--- src/rtl/vid_bus_arbiter_pkg.sv ---
// Shared video package: bus-owner state encoding used by the arbiter
// and visible on its o_owner port.
package vid_bus_arbiter_pkg;

   localparam int OWNER_W = 2;

   typedef enum logic [OWNER_W-1:0] {
      OWNER_IDLE = 2'b00,
      OWNER_A    = 2'b01,
      OWNER_B    = 2'b10
   } owner_e;

endpackage

--- src/rtl/vid_bus_arbiter_starve_timer.sv ---
// Saturating wait counter: counts cycles a request goes unserved and
// flags once it reaches all-ones.
module starve_timer #(
   parameter int LG = 6
) (
   input  logic clk,
   input  logic reset,
   input  logic count_en,
   input  logic clear,
   output logic saturated
);

   logic [LG-1:0] r_cnt;

   always_ff @(posedge clk or posedge reset) begin
      if (reset) begin
         r_cnt <= '0;
      end else if (clear) begin
         r_cnt <= '0;
      end else if (count_en && (r_cnt != '1)) begin
         r_cnt <= r_cnt + 1'b1;
      end
   end

   assign saturated = (r_cnt == '1);

endmodule

--- src/rtl/vid_bus_arbiter.sv ---
// Two-master Wishbone arbiter: video fetch (A) has priority, display
// writer (B) wins the next idle decision once it has starved.
module vid_bus_arbiter
   import vid_bus_arbiter_pkg::*;
#(
   parameter int AW       = 24,
   parameter int DW       = 32,
   parameter int LGSTARVE = 6
) (
   input  logic              i_clk,
   input  logic              i_reset,
   input  logic              i_a_cyc,
   input  logic              i_a_stb,
   input  logic              i_a_we,
   input  logic [AW-1:0]     i_a_addr,
   input  logic [DW-1:0]     i_a_data,
   input  logic [DW/8-1:0]   i_a_sel,
   output logic              o_a_ack,
   output logic              o_a_stall,
   output logic              o_a_err,
   input  logic              i_b_cyc,
   input  logic              i_b_stb,
   input  logic              i_b_we,
   input  logic [AW-1:0]     i_b_addr,
   input  logic [DW-1:0]     i_b_data,
   input  logic [DW/8-1:0]   i_b_sel,
   output logic              o_b_ack,
   output logic              o_b_stall,
   output logic              o_b_err,
   output logic              o_cyc,
   output logic              o_stb,
   output logic              o_we,
   output logic [AW-1:0]     o_addr,
   output logic [DW-1:0]     o_data,
   output logic [DW/8-1:0]   o_sel,
   input  logic              i_ack,
   input  logic              i_stall,
   input  logic              i_err,
   output logic [OWNER_W-1:0] o_owner
);

   owner_e r_state;
   owner_e w_next;
   logic   w_own_a;
   logic   w_own_b;
   logic   w_starve_flag;

   // B accrues wait time whenever it asks for the bus but does not hold it
   starve_timer #(
      .LG (LGSTARVE)
   ) u_starve (
      .clk       (i_clk),
      .reset     (i_reset),
      .count_en  (i_b_cyc && (r_state != OWNER_B)),
      .clear     (!i_b_cyc || (r_state == OWNER_B)),
      .saturated (w_starve_flag)
   );

   always_ff @(posedge i_clk or posedge i_reset) begin
      if (i_reset) begin
         r_state <= OWNER_IDLE;
      end else begin
         r_state <= w_next;
      end
   end

   always_comb begin
      w_next = r_state;
      case (r_state)
         OWNER_IDLE: begin
            if (i_a_cyc && !w_starve_flag) begin
               w_next = OWNER_A;
            end else if (i_b_cyc && (!i_a_cyc || w_starve_flag)) begin
               w_next = OWNER_B;
            end
         end
         OWNER_A: if (!i_a_cyc) w_next = OWNER_IDLE;
         OWNER_B: if (!i_b_cyc) w_next = OWNER_IDLE;
         default: w_next = OWNER_IDLE;
      endcase
   end

   assign w_own_a = (r_state == OWNER_A);
   assign w_own_b = (r_state == OWNER_B);

   // Owner's cyc is passed straight through so a dropped cyc aborts immediately
   always_comb begin
      o_cyc     = (w_own_a && i_a_cyc) || (w_own_b && i_b_cyc);
      o_stb     = (w_own_a && i_a_stb) || (w_own_b && i_b_stb);
      o_we      = i_a_we;
      o_addr    = i_a_addr;
      o_data    = i_a_data;
      o_sel     = i_a_sel;
      if (w_own_b) begin
         o_we   = i_b_we;
         o_addr = i_b_addr;
         o_data = i_b_data;
         o_sel  = i_b_sel;
      end
      o_a_ack   = w_own_a && i_ack;
      o_a_err   = w_own_a && i_err;
      o_a_stall = w_own_a ? i_stall : 1'b1;
      o_b_ack   = w_own_b && i_ack;
      o_b_err   = w_own_b && i_err;
      o_b_stall = w_own_b ? i_stall : 1'b1;
   end

   assign o_owner = r_state;

endmodule

--- config.mk ---
export PLATFORM = sky130hd
export DESIGN_NAME = vid_bus_arbiter
export DESIGN_NICKNAME = d
export VERILOG_FILES = /design/src/rtl/vid_bus_arbiter_pkg.sv /design/src/rtl/vid_bus_arbiter_starve_timer.sv /design/src/rtl/vid_bus_arbiter.sv
export SDC_FILE = /design/constraint.sdc
export NUM_CORES = 1
export LEC_CHECK = 0
export ABC_AREA = 1
export CORE_UTILIZATION = 21
export DETAILED_ROUTE_END_ITERATION = 12
export PLACE_DENSITY = 0.86
export REMOVE_ABC_BUFFERS = 1
export SYNTH_ARGS = -nofsm -noshare
export SYNTH_HDL_FRONTEND = slang
export SYNTH_SLANG_ARGS = --single-unit
--- constraint.sdc ---
create_clock -name i_clk -period 1.1 [get_ports i_clk]
set_clock_uncertainty 0.05 [all_clocks]
set_input_delay 0.22 -clock i_clk [delete_from_list [all_inputs] [get_ports i_clk]]
set_output_delay 0.22 -clock i_clk [all_outputs]
set_load 0.01 [all_outputs]
# After elaboration in Yosys (flattened, before gate mapping)
# Index checks and enable logic that the tools add are counted.
# totals
out_inout_bits,71
reg_bits,8
word_cells,46
# classes
mux,13
n_reduce_logical,22
n_addsub,1
n_eq_ne,8
# op_table
cell,n
two-way mux 32 bit,1
two-way mux 24 bit,1
logical AND 1 bit,12
two-way mux 6 bit,2
two-way mux 2 bit,4
adder 6 x 1 -> 6 bit (second input constant),1
== test 6 bit (second input constant),1
!= test 2 bit (second input constant),3
!= test 6 bit (second input constant),1
one-hot mux 2 bit (3 select lines),1
logical OR 1 bit,4
two-way mux 4 bit,1
zero test 1 bit,3
two-way mux 1 bit,3
!= test 3 bit (second input constant),1
AND reduction 3 bit,1
== test 2 x 1 -> 1 bit (second input constant),1
== test 2 bit (second input constant),1
zero test 2 bit,1
nonzero test 2 bit,1

# Depth between registers and ports, before layout
# logic_depth
word_depth,6
ltp_mapped,7
ltp_nobuf,7

# By module
# A second synthesis with hierarchy kept.
# hier_totals
hier_cells,283
hier_area_um2,1362.6
# by_module_without_submodules
mod,seq_area_each_um2,cells_each,area_per_inst_um2,n_inst
vid_bus_arbiter,50.0,229,973.4,1
starve_timer,150.1,54,389.1,1

# Worst setup path before layout
# OpenSTA, ideal clock, no wires.
# synth_timing
path_type,reg-to-output
start,"register r_state[0], in the netlist o_owner[0]"
end,output o_b_ack
n_path_buf,2
setup_slack_ps,-171
arrival_time_ps,1001
path_stages_with_launch,6
cell_sequence,dfrtp_1 -> inv_2 -> nand2_4 -> buf_6 -> buf_6 -> nor2_1
# synth_via
elab_chain_len,2
# synth_rtl
item,line,rtl
from (decl),vid_bus_arbiter.sv:42,owner_e r_state;
from (signal assigned),vid_bus_arbiter.sv:63,r_state <= w_next;
== test 2 bit,vid_bus_arbiter.sv:84,assign w_own_b = (r_state == OWNER_B);
logical AND 1 bit,vid_bus_arbiter.sv:103,o_b_ack = w_own_b && i_ack;
to (decl),vid_bus_arbiter.sv:27,"output logic o_b_ack,"
# Every way passes these cells.

# Worst setup path in the final report
# layout_timing
start,"register r_state[0], in the netlist o_owner[0]"
end,output o_cyc
# layout_via
elab_chain_len,3
word_cells_on_any_way,5
classes_between,eq/ne: 2; reduce/logical: 3
# layout_rtl
item,line,rtl
== test 2 x 1 -> 1 bit / == test 2 bit (equally long branches),"vid_bus_arbiter.sv:83, vid_bus_arbiter.sv:84",
logical AND 1 bit,vid_bus_arbiter.sv:88,o_cyc = (w_own_a && i_a_cyc) || (w_own_b && i_b_cyc);
logical OR 1 bit *,vid_bus_arbiter.sv:88,
to (decl),vid_bus_arbiter.sv:30,"output logic o_cyc,"
# Mark *: on every way between the ends. The rest lies on a longest branch, timed or not.

==> qor.yml <==
global_route:
  grt_max_degree: 43
  grt_first_pass_wirelength_mm: 10.5
  grt.met1_usage: 0.223
  grt_usage: 0.211
  grt-busiest-layer: "met2"
  gr-usage-met3: 0.0500
  antenna_found_initial: 0
  grt_pass1_vias: 2297
  grt_overflow: 0
  use_met2: 0.406
synth:
  synth_simple_gate_area_frac: 0.636
  syn_area_sq_um: 1300
  yosys.area.top_type: "nand2_1"
  synth_top_family_by_area: "simple AND/OR/NAND/NOR gates"
  syn_avg_cell_area_sq_um: 4.91
  synth_fa_ha_area_frac: 0.00964
  postSynthCellCount: 264
  yosysWarnings: 0
  ys_types: 22
  synthMuxAreaShare: 0
  synthTopCellsByArea: "nand2_1 (57%), dfrtp_1 (15%), inv_1 (3.8%)"
  synth-xor-area-share: 0.0135
  ys_seq_area_frac: 0.154
  synth.top_cell.area_share: 0.567
  ys_ff_latch: 8
  synth_compound_area_frac: 0.0482
die:
  core.rowCount: 28
  die_w_microns: 80.6
  die_height_microns: 80.6
  initial_utilization: 0.218
  core-area_sq_um: 5960
  pin_count: 202
  die_area_sq_um: 6500
power:
  power_frac_comb: 0.870
  seqPwrFrac: 0.068
  cellLeakagePower_nw: 2.02
  p_clk_frac: 0.062
  p_total_mw: 5.97
  p_sw_mw: 2.63
  p_sw_frac: 0.440
  ir_drop_mv: 1.11
  power.density_nw_per_um2: 1510
  power.internal_mw: 3.35
setup_path:
  critPathLaunchType: "flip-flop"
  crit_fanout: 6
  crit_path_end_kind: "output port"
  critPathRequiredTime_ns: 0.83
  crit_type: "reg2out"
  arrival_ns: 1.40
placed_design:
  hpwl_mm: 5.63
  gp_congestion: 0.767
  dpl-instance-area_sq_um: 3430
  io_buffers: 201
sta:
  hold_slack_ns: 0.189
  rsz0062_at_grt: "yes"
  worst_pin_slew_ns: 0.309
  period_share: 1.51
  slew_headroom: 0.794
  setup_slack_ns: -0.566
  fmax_ghz: 0.600
  setup_viol: 79
  maxSlewViolCount: 0
  min_period_ns: 1.67
  hold_viol_final: 0
clocking:
  htreeDepth: 1
  cts_root_buf: "clkbuf_8"
  clock-sinks: 8
  hold_buffers: 0
  path_clk_slew_ns: 0.04
  cts_tree: "built"
  clk_latency_ns: 0.24
  cts_buffers: 3
  cts.path.max_buffers: 2
final_layout:
  layout_commonest_cell: "nand2_1"
  final_area_sq_um: 3950
  diodes: 0
  n_fill_cell: 521
  finalNetCount: 631
  synthToLayoutAreaGrowth_pct: 205
  drive_gt1_frac: 0.356
  multiInputGateArea_sq_um: 1190
  final-seq-area_sq_um: 200
  final_cell_mix: "nand2_1 (156), clkdlybuf4s50_1 (130), buf_2 (53)"
route:
  drc: 0
  drt-pass1-iter-count: 4
  first_iter_violations: 56
  drt_wl_total_mm: 8.31
  via_per_inst: 4.51
  dr_total_vias: 2582
  ant_nets: 0
  wl_per_cell_microns: 14.5
hold_path:
  hp-class: "in2async"
status:
  status: "finished with violations"
  violations: "negative setup slack"
flow_run:
  drv_cap: 0
[state kept, by name (all words and copies together), names as in the netlist]
signal and cells:
o_owner 2, u_starve.r_cnt 6
[metal layers]
layer	wire, microns	vias up
met5	0	-
met4	125	0
met3	627	12
met2	4440	125
met1	3120	1184
li1	-	1261
[through the flow]
stage / util / setup WS [ns] / instances / setup TNS [ns]
floorplan: - / -0.866 / 251 / -52.55
global placement: 0.575 / -0.687 / 541 / -43.88
detailed placement: 0.575 / -0.703 / 541 / -45.86
CTS: 0.579 / -0.593 / 557 / -34.91
global route: 0.663 / -0.595 / 572 / -40.66
finish: 0.663 / -0.566 / 572 / -36.88
[worst paths after layout]
check	end	cells after the start	from	slack [ns]
worst max-delay path	o_cyc	6	o_owner[0]	-0.57
worst min-delay path	u_starve.r_cnt[2]	2	i_reset	0.19
worst max register to register	u_starve.r_cnt[1]	10	o_owner[0]	-0.33
worst min register to register	u_starve.r_cnt[5]	2	u_starve.r_cnt[5]	0.45
max in group asynchronous	u_starve.r_cnt[1]	2	i_reset	0.58
min in group i_clk	u_starve.r_cnt[5]	2	u_starve.r_cnt[5]	0.45
[power by group through the flow]
stage	clock [mW]	sequential [mW]	combinational (mW)
after global routing	0.387	0.415	5.56
after floorplan	0	0.425	1.49
after global placement	0	0.394	3.96
final	0.368	0.409	5.20
after CTS	0.375	0.393	4.20
after detailed placement	0	0.397	4.03
[cell type report]
type | count | area share
multi-input combinational | 227 | 0.301
clock buffer | 3 | 0.0104
inverter | 16 | 0.0203
tap | 75 | 0.0237
sequential | 8 | 0.0507
timing repair buffer | 243 | 0.594
[Yosys cell counts]
cell      instances
inv_1            13
nand2_4           1
xor2_1            2
nand3_2           1
o21bai_1          1
dfrtp_1           8
nand2_1         196
buf_4             1
a21oi_1           3
ha_1              1
buf_6             4
nand3_1           5
a22o_1            1
a21oi_2           1
nor2_2            1
buf_2             5
o31ai_1           1
nor2_1           10
o21ai_1           1
clkbuf_8          3
inv_2             3
o21ai_0           2
[logic make-up after synthesis]
| logic type | after synthesis |
|---|---|
| and+or+nand+nor | 214 |
| buffers and inverters | 29 |
| AOI/OAI and AO/OA | 10 |
| DFF | 8 |
| xor gates and xnor gates | 2 |
| adders and majority gates | 1 |
[worst max-delay path, stage by stage (launching register included)]
cell and delay [ns]:
dfrtp_1 0.38, inv_2 0.08, nand2_4 0.10, buf_12 0.16
clkbuf_16 0.16, o21ai_4 0.15, buf_2 0.14
[timing repair]
item,CTS,global route
endpoints found under the hold margin,0,0
endpoints found under the setup margin,79,79
gates cloned,4,8
pin swaps,2,20
gates resized for setup,320,84
buffers inserted,9,12
No activity file was read; power rests on OpenSTA's default activity.
